**config.mk**
```make
export PLATFORM = sky130hd
export DESIGN_NAME = pipe_add
export DESIGN_NICKNAME = d
export VERILOG_FILES = /design/src/rtl/pipe_add_pkg.sv /design/src/rtl/pipe_add_seg.sv /design/src/rtl/pipe_add.sv
export SDC_FILE = /design/constraint.sdc
export NUM_CORES = 1
export LEC_CHECK = 0
export BUFFER_PORTS_ARGS = -buffer_cell sky130_fd_sc_hd__buf_2
export CORE_ASPECT_RATIO = 1.25
export CORE_MARGIN = 1.5
export CORE_UTILIZATION = 55
export DETAILED_ROUTE_END_ITERATION = 10
export PLACE_DENSITY_LB_ADDON = 0.08
export REMOVE_ABC_BUFFERS = 1
export SLEW_MARGIN = 10
export SYNTH_ARGS = -nofsm -noshare
export SYNTH_HDL_FRONTEND = slang
export SYNTH_SLANG_ARGS = --single-unit
```
**constraint.sdc**
```tcl
create_clock -name clk -period 15.05 [get_ports clk]
set_clock_uncertainty 0.1 [all_clocks]
set_input_delay 0.7525 -clock clk [delete_from_list [all_inputs] [get_ports clk]]
set_output_delay 0.7525 -clock clk [all_outputs]
set_load 0.02 [all_outputs]
```
**src/rtl/pipe_add_pkg.sv**
```systemverilog
// Shared defaults and the stage-count helper for the segmented pipelined adder.
package pipe_add_pkg;

    localparam int DEF_WIDTH = 32;
    localparam int DEF_SEG   = 8;

    function automatic int num_stages(input int width, input int seg);
        return width / seg;
    endfunction

endpackage

```
**src/rtl/pipe_add_seg.sv**
```systemverilog
// One SEG-bit slice of the pipelined adder: registered sum, carry-out and valid.
module pipe_add_seg
    import pipe_add_pkg::*;
#(
    parameter int SEG = DEF_SEG
) (
    input  logic           clk,
    input  logic           rst,
    input  logic           i_en,
    input  logic           i_valid,
    input  logic [SEG-1:0] i_a,
    input  logic [SEG-1:0] i_b,
    input  logic           i_cin,
    output logic           o_valid,
    output logic [SEG-1:0] o_sum,
    output logic           o_cout
);

    logic [SEG-1:0] r_sum;
    logic           r_cout;
    logic           r_valid;

    always_ff @(posedge clk or posedge rst) begin
        if (rst) begin
            r_sum   <= '0;
            r_cout  <= 1'b0;
            r_valid <= 1'b0;
        end else if (i_en) begin
            {r_cout, r_sum} <= {1'b0, i_a} + {1'b0, i_b} + {{SEG{1'b0}}, i_cin};
            r_valid         <= i_valid;
        end
    end

    assign o_valid = r_valid;
    assign o_sum   = r_sum;
    assign o_cout  = r_cout;

endmodule

```
**src/rtl/pipe_add.sv**
```systemverilog
// Pipelined WIDTH-bit adder, carry ripples one SEG-bit segment per clock.
// Define PIPE_ADD_OVF_EN to add the signed-overflow output ovf.
module pipe_add
    import pipe_add_pkg::*;
#(
    parameter int WIDTH = DEF_WIDTH,
    parameter int SEG   = DEF_SEG
) (
    input  logic             clk,
    input  logic             rst,
    input  logic             in_valid,
    output logic             in_ready,
    input  logic [WIDTH-1:0] a,
    input  logic [WIDTH-1:0] b,
    input  logic             cin,
    output logic             out_valid,
    input  logic             out_ready,
    output logic [WIDTH-1:0] sum,
    output logic             cout
`ifdef PIPE_ADD_OVF_EN
    ,
    output logic             ovf
`endif
);

    localparam int STAGES = num_stages(WIDTH, SEG);
    localparam int LAST   = STAGES - 1;

    if ((SEG < 1) || (SEG > WIDTH) || ((WIDTH % SEG) != 0)) begin : g_badParams
        $error("pipe_add: WIDTH must be a positive multiple of SEG");
    end

    logic              w_en;
    logic [STAGES-1:0] w_valid;
    logic [STAGES-1:0] w_cout;
    logic [STAGES-1:0] w_stageCin;
    logic [STAGES-1:0] w_stageVin;
    logic [SEG-1:0]    w_segA   [STAGES];
    logic [SEG-1:0]    w_segB   [STAGES];
    logic [SEG-1:0]    w_segSum [STAGES];

    // Global stall: the whole pipe advances only when the output slot can move.
    assign w_en      = out_ready | ~out_valid;
    assign in_ready  = w_en;
    assign out_valid = w_valid[LAST];
    assign cout      = w_cout[LAST];

    for (genvar k = 0; k < STAGES; k++) begin : g_stage
        localparam int DEPTH = STAGES - 1 - k;

        if (k == 0) begin : g_first
            assign w_segA[k]     = a[SEG-1:0];
            assign w_segB[k]     = b[SEG-1:0];
            assign w_stageCin[k] = cin;
            assign w_stageVin[k] = in_valid;
        end else begin : g_skew
            logic [SEG-1:0] r_skA [k];
            logic [SEG-1:0] r_skB [k];

            // Operand segment k waits k cycles so it meets its incoming carry.
            always_ff @(posedge clk or posedge rst) begin
                if (rst) begin
                    for (int j = 0; j < k; j++) begin
                        r_skA[j] <= '0;
                        r_skB[j] <= '0;
                    end
                end else if (w_en) begin
                    r_skA[0] <= a[k*SEG +: SEG];
                    r_skB[0] <= b[k*SEG +: SEG];
                    for (int j = 1; j < k; j++) begin
                        r_skA[j] <= r_skA[j-1];
                        r_skB[j] <= r_skB[j-1];
                    end
                end
            end

            assign w_segA[k]     = r_skA[k-1];
            assign w_segB[k]     = r_skB[k-1];
            assign w_stageCin[k] = w_cout[k-1];
            assign w_stageVin[k] = w_valid[k-1];
        end

        pipe_add_seg #(.SEG(SEG)) u_seg (
            .clk     (clk),
            .rst     (rst),
            .i_en    (w_en),
            .i_valid (w_stageVin[k]),
            .i_a     (w_segA[k]),
            .i_b     (w_segB[k]),
            .i_cin   (w_stageCin[k]),
            .o_valid (w_valid[k]),
            .o_sum   (w_segSum[k]),
            .o_cout  (w_cout[k])
        );

        if (DEPTH == 0) begin : g_noDeskew
            assign sum[k*SEG +: SEG] = w_segSum[k];
        end else begin : g_deskew
            logic [SEG-1:0] r_dsk [DEPTH];

            // Early segments wait for the top segment so a beat leaves as one word.
            always_ff @(posedge clk or posedge rst) begin
                if (rst) begin
                    for (int j = 0; j < DEPTH; j++) begin
                        r_dsk[j] <= '0;
                    end
                end else if (w_en) begin
                    r_dsk[0] <= w_segSum[k];
                    for (int j = 1; j < DEPTH; j++) begin
                        r_dsk[j] <= r_dsk[j-1];
                    end
                end
            end

            assign sum[k*SEG +: SEG] = r_dsk[DEPTH-1];
        end
    end

`ifdef PIPE_ADD_OVF_EN
    logic r_abMsb;

    // Carry into the MSB is a^b^sum at that bit, so only a^b needs keeping.
    always_ff @(posedge clk or posedge rst) begin
        if (rst) begin
            r_abMsb <= 1'b0;
        end else if (w_en) begin
            r_abMsb <= w_segA[LAST][SEG-1] ^ w_segB[LAST][SEG-1];
        end
    end

    assign ovf = w_cout[LAST] ^ r_abMsb ^ w_segSum[LAST][SEG-1];
`endif

endmodule

```
==> results of run 1 <==
-- layout make-up --
cell class	instances	area (um2)
clock buffer	23	488
timing repair buffer	106	551
multi-input combinational	666	3330
tap	182	228
sequential	184	4600
fill	1290	5500
clock inverter	8	119
inverter	15	68.8
-- sequential cells by signal, indices dropped and copies added, names as in the netlist --
name / cells
g_stage.g_deskew.r_dsk: 32
g_stage.u_seg.o_sum: 32
g_stage.u_seg.o_valid: 4
g_stage.g_skew.r_skA: 48
g_stage.u_seg.o_cout: 4
g_stage.g_skew.r_skB: 48
sum: 16
-- logic make-up after synthesis --
kind of cell	synth area share
simple gates	0.248
flops	0.554
compound gates	0.0812
buf+inv	0.0465
fa+ha+maj	0.0614
xor+xnor	0.00948
-- synthesized netlist by cell type (all sizes together) (8+ instances only) --
library cell  instances  share of area
dfrtp               184           0.55
nand2               485           0.22
a21oi                14         0.0084
o21ai                26          0.016
o211ai                9         0.0081
fa                    8          0.019
inv                  14         0.0063
ha                   28          0.042
nor2                  9         0.0041
a211oi               11          0.012
buf                  56          0.039
xnor2                 8         0.0084
-- metal layers --
metal  part of all wire  track usage
met5            0.00086            0
met2               0.48        0.330
met1               0.47        0.271
met4             0.0092       0.0678
met3              0.044       0.0537
-- where the power goes --
part | total (mW) | leakage [nW] | switching (mW) | internal (mW)
Clock | 0.456 | 0.303 | 0.179 | 0.277
Sequential | 0.826 | 2.22 | 0.117 | 0.709
Combinational | 0.739 | 2.49 | 0.443 | 0.295
Total | 2.02 | 5.02 | 0.739 | 1.28
-- stage by stage --
stage / setup slack (ns) / total power, mW / hold WS [ns] / instance area (um2) / utilization
3_3_place_gp: 11.70 / 1.56 / 0.345 / 8780 / 0.590
4_1_cts: 11.77 / 2.05 / 0.358 / 9390 / 0.630
3_5_place_dp: 11.70 / 1.58 / 0.343 / 8780 / 0.590
2_1_floorplan: 7.29 / 1.39 / 0.330 / 7990 / -
6_report: 11.77 / 2.02 / 0.352 / 9390 / 0.630
5_1_grt: 11.60 / 2.19 / 0.378 / 9390 / 0.630
-- worst min path at each step --
stage	start	end	depth (start not counted)
after floorplan	g_stage[2].u_seg.o_valid	g_stage[2].u_seg.o_valid	2
after global placement	g_stage[2].u_seg.o_valid	g_stage[3].u_seg.o_valid	1
after detailed placement	g_stage[2].u_seg.o_valid	g_stage[3].u_seg.o_valid	1
after CTS	g_stage[2].u_seg.o_valid	g_stage[3].u_seg.o_valid	1
after global routing	g_stage[2].g_deskew.r_dsk[5]	g_stage[2].g_deskew.r_dsk[5]	2
final	rst	g_stage[3].g_skew.r_skB[22]	2
-- worst max-delay path: cells and delay by family --
| kind | cells | cell delay [ns] |
|---|---|---|
| buf+inv | 4 | 1.34 |
| simple gates | 1 | 0.12 |
==> reports/results.txt, run 1 <==
Layout cells sized above 1: 0.143
RR Endpoint: g_stage[2].u_seg.o_cout
Die span in y: 140 um
EDFF count, synth: 0
DRC Markers: 0
H-tree Lvls: 4
Crit path to: in_ready
Post-CTS Hold Fix Bufs: 0
Pins Over Slew Limit: 0
Post-Syn Area per Cell: 9.02 um2
Boundary pin count: 104
Worst R2R Start: g_stage[3].u_seg.o_valid
P_leak: 5.02 nW
CTS buffer count: 17
Critical-path cell list: buf_2, nor2b_4, buf_12, inv_6, buf_2
Cell Rows: 50
Worst-path cell with the longest stage delay: buf_12
Worst hold-check path type: in -> async
HPWL Detailed: 9.34 mm
Largest net degree at the start of global routing: 203
GRT Util Overall: 0.204
#FFs+latches synth: 184
Worst slew margin: 0.291
Worst-path maximum fanout: 202
Synth cell types: 41
Die area: 15900 um2
Final period util: 0.218
1st-iter DRT viols: 357
Congestion Overflow GR: 0
Detailed-route via count: 6008
CTS root buffer: clkbuf_16
Worst-Skew Late Latency: 0.42 ns
Postcts setup bufs: 0
CORE AREA: 14900 um2
Worst slew pin tran: 1.06 ns
Drt wl/cell: 12.8 um
Final wirelength: 15.2 mm
Clock sink count: 184
Synth async-reset ratio: 1.00
Max frequency: 305 MHz
Area growth syn-to-layout: 12.8%
Non-Filler Instances: 1184
Main synth FF type: dfrtp_1
Class of the most critical setup path: in -> out
Setup_tns: 0 ns
Register area share after synthesis: 0.554
Final setup vio count: 0
Post-route antenna net violation count: 0
CP arrival: 2.43 ns
Critical Path Max Stage Delay: 0.49 ns
Crit end category: primary output
Status: finished clean
Initial Util: 0.559
Synth warnings: 0
First-pass GRT wire length: 26.0 mm
Post-Syn Area: 8320 um2
Req. time, crit path: 14.20 ns
Nets: 1095
Post-Synthesis Cells: 922
Ant diodes: 0
Power density over cell area: 215 nW/um2
Via/cell ratio: 5.07
I/O Buffers: 103
Tmin final: 3.28 ns
Initial antenna violation count: 1
CTS tree: done
Most frequent cells in the layout: nand2_1, dfrtp_1, buf_2
GP Congestion: 0.799
Vias in the first global route: 5760
Cts repair resizes: 0
Die Wd: 113 um
R2R cell count: 6
Start point of the critical path: out_ready
Final Hold Fails: 0
Reg2reg setup slack: 12.08 ns
Placed Instances: 1153
CTS max path bufs: 2
Most frequent CP cell: buf_2
Unrepaired setup endpoints after global routing: false
Worst VDD drop: 92.9 uV
Router iterations before antenna repair: 6
Max-cap violations: 0
Clock transition at path regs: 0.06 ns
Critical path launch point type: primary input
Commonest non-fill, non-tap cell in the layout: nand2_1
No activity file was read; power rests on OpenSTA's default activity.
==> run 2: changes to the inputs <==
ABC_AREA = 1   (was unset)
CORE_UTILIZATION = 52   (was 55)
clock period = 3.02 ns   (was 15.05 ns; I/O delays follow)
==> reports/results.txt, run 2 <==
Final setup vio count: 0 (unchanged)
Router iterations before antenna repair: 5 (-1)
Post-route antenna net violation count: 0 (unchanged)
Setup WS pre-CTS: 0.938 ns (-10.76 ns)
Crit end category: flip-flop
EDFF count, synth: 0 (unchanged)
GRT Util Overall: 0.198 (-0.00627)
P_sw: 3.71 mW (+400%)
Final Hold Fails: 0 (unchanged)
CTS tree: done
Area growth syn-to-layout: 20.8%
Comb power frac: 0.362 (-0.003)
Worst slew pin tran: 0.821 ns (-0.242 ns)
Via/cell ratio: 4.81 (-5.2%)
GP Congestion: 0.745 (-6.8%)
CP arrival: 2.31 ns (-0.12 ns)
Top Registers: g_stage.g_skew.r_skA (48), g_stage.g_skew.r_skB (48)
Area taken by multi-input logic gates: 3070 um2 (-7.7%)
CTS buffer count: 17 (unchanged)
Clock power share: 0.237 (+0.011)
DRC Markers: 0 (unchanged)
Worst-path cell with the longest stage delay: fa_1
Post-Syn Area per Cell: 8.70 um2 (-3.6%)
P_leak: 5.24 nW (+4.4%)
Synth top area share: 0.557 (+0.00327)
Overall power: 10.1 mW (+400%)
Critical Path Max Stage Delay: 0.49 ns (about the same)
Top-count cell post-synth: nand2_1
Layout cells sized above 1: 0.140 (-0.00314)
Tmin final: 2.10 ns
Max-cap violations: 0 (unchanged)
Main synth FF type: dfrtp_1
Class of the most critical setup path: reg -> reg
Clock sink count: 184 (unchanged)
Synth async-reset ratio: 1.00 (unchanged)
Register area share after synthesis: 0.557 (+0.00327)
Ant diodes: 0 (unchanged)
Cell Rows: 51 (+2.0%)
CTS root buffer: clkbuf_16
Worst-Skew Late Latency: 0.43 ns (about the same)
#FFs+latches synth: 184 (unchanged)
Top cells by area, synth: dfrtp_1, nand2_1, o21ai_0, ha_1, inv_1
HPWL Detailed: 9.48 mm (+1.5%)
Final period util: 0.696
Fin util: 0.642 (+0.0113)
Register area: 4600 um2 (unchanged)
Drt wl/cell: 11.9 um (-7.3%)
Vias in the first global route: 6030 (+4.7%)
Worst VDD drop: 448 uV (+380%)
Largest net degree at the start of global routing: 190 (-6.4%)
First-pass GRT wire length: 26.2 mm (+0.63%)
Placed Instances: 1218 (+5.6%)
Sw frac: 0.367 (+0.00158)
Die area: 16700 um2 (+5.0%)
Worst hold-check path type: in -> reg
Internal Power: 6.39 mW (+400%)
Die span in y: 144 um (+2.5%)
Non-Filler Instances: 1301 (+9.9%)
Setup_tns: 0 ns (unchanged)
Power density over cell area: 1010 nW/um2 (+370%)
Initial Util: 0.531 (-0.0276)
Die Wd: 116 um (+2.5%)
Detailed-route via count: 6258 (+4.2%)
Post-Synthesis Cells: 951 (+3.1%)
Synth cell types: 22 (-46%)
Boundary pin count: 104 (unchanged)
Reg power frac: 0.401 (-0.008)
Final wirelength: 15.5 mm (+1.9%)
Most frequent CP cell: nand2_1
Unrepaired setup endpoints after global routing: false
Clock transition at path regs: 0.07 ns (about the same)
Synth area leader: dfrtp_1
Status: finished clean
I/O Buffers: 103 (unchanged)
Worst slew margin: 0.453 (+0.162)
Critical-path cell list: fa_1, fa_1, nand2_1, nand2_1, nand3b_1, nor2_1, o21ai_0, nand2_1
Congestion Overflow GR: 0 (unchanged)
Most frequent cells in the layout: nand2_1, dfrtp_1, buf_2
Final worst slack: 0.917 ns (-10.85 ns)
1st-iter DRT viols: 379 (+6.2%)
CTS max path bufs: 2 (unchanged)
Commonest non-fill, non-tap cell in the layout: nand2_1
Post-Syn Area: 8270 um2 (-0.59%)
Initial antenna violation count: 0 (-1)
Synth warnings: 0 (unchanged)
Nets: 1181 (+7.9%)
H-tree Lvls: 4 (unchanged)
Critical path launch point type: flip-flop
CORE AREA: 15600 um2 (+4.6%)
Max frequency: 476 MHz
Post-synth top cells: nand2_1, dfrtp_1, o21ai_0, inv_1, o21ai_1
Worst-path maximum fanout: 3 (-99%)
Fillers: 1387 (+7.5%)
Pins Over Slew Limit: 0 (unchanged)
Req. time, crit path: 3.23 ns (-10.97 ns)
[run 2: cell count changes after synthesis, sizes merged, moves of 12 or more]
cell and change:
nand2 -89, inv +62, nor2 +13, clkbuf +12, nand3 +21, o21ai +89, buf -14
[run 2: worst paths after layout]
check,cells past startpoint,start,slack [ns],end
max,8,g_stage[3].g_skew.r_skA[0],0.92,g_stage[3].u_seg.o_cout
min,4,b[0],0.01,g_stage[0].u_seg.o_sum[0]
max reg2reg,8,g_stage[3].g_skew.r_skA[0],0.92,g_stage[3].u_seg.o_cout
min reg2reg,2,g_stage[3].g_skew.r_skB[11],0.37,g_stage[3].g_skew.r_skB[3]
max in group asynchronous,4,rst,1.64,g_stage[2].g_skew.r_skA[8]
min in group asynchronous,3,rst,0.25,g_stage[3].u_seg.o_valid
[run 2: area by class of cell]
cell class	count	share of cell area
Sequential cell	184	0.461
Multi-Input combinational cell	636	0.307
Timing Repair Buffer	161	0.110
Clock buffer	22	0.0485
Inverter	76	0.0298
Tap cell	212	0.0265
Clock inverter	10	0.0164
[run 2: metal layers]
layer,vias to the layer above,share of wire,track usage
met5,-,0,0
met4,0,0.015,0.0591
met3,14,0.032,0.0511
met2,94,0.49,0.345
met1,2941,0.47,0.242
li1,3209,-,-
[run 2: metrics by stage]
step | hold slack [ns] | instance area [um2]
after global routing | 0.0638 | 9990
after detailed placement | 0.215 | 8830
final | 0.0147 | 9990
after global placement | 0.210 | 8830
after floorplan | 0.161 | 7960
after CTS | 0.00174 | 9990
[run 2: logic make-up (layout without fill, tap and decap cells)]
kind of cell	after synthesis	count (layout)	synth area share
simple gates	463	463	0.224
flops	184	184	0.557
compound gates	131	131	0.0797
buf+inv	131	269	0.0717
fa+ha+maj	36	36	0.0617
xor+xnor	6	6	0.00635
[run 2: critical path: cells and delay by family (launching register included)]
family          cells  cell delay (ns)
fa+ha+maj           2             0.90
simple gates        5             0.44
flops               1             0.40
compound gates      1             0.16
[run 2: power groups by stage]
| stage | Clock [mW] | Sequential [mW] | Combinational, mW |
|---|---|---|---|
| final | 2.39 | 4.05 | 3.66 |
| after global routing | 2.54 | 4.18 | 4.25 |
| after CTS | 2.45 | 4.06 | 3.72 |
| after detailed placement | 0 | 4.09 | 3.63 |
| after global placement | 0 | 4.06 | 3.53 |
| after floorplan | 0 | 4.27 | 2.47 |
[run 2: repair_timing]
item | in CTS | in global routing
gates resized for setup | 0 | 0
setup buffers | 0 | 0
hold buffers | 51 | 0
hold endpoints to repair | 143 | 0
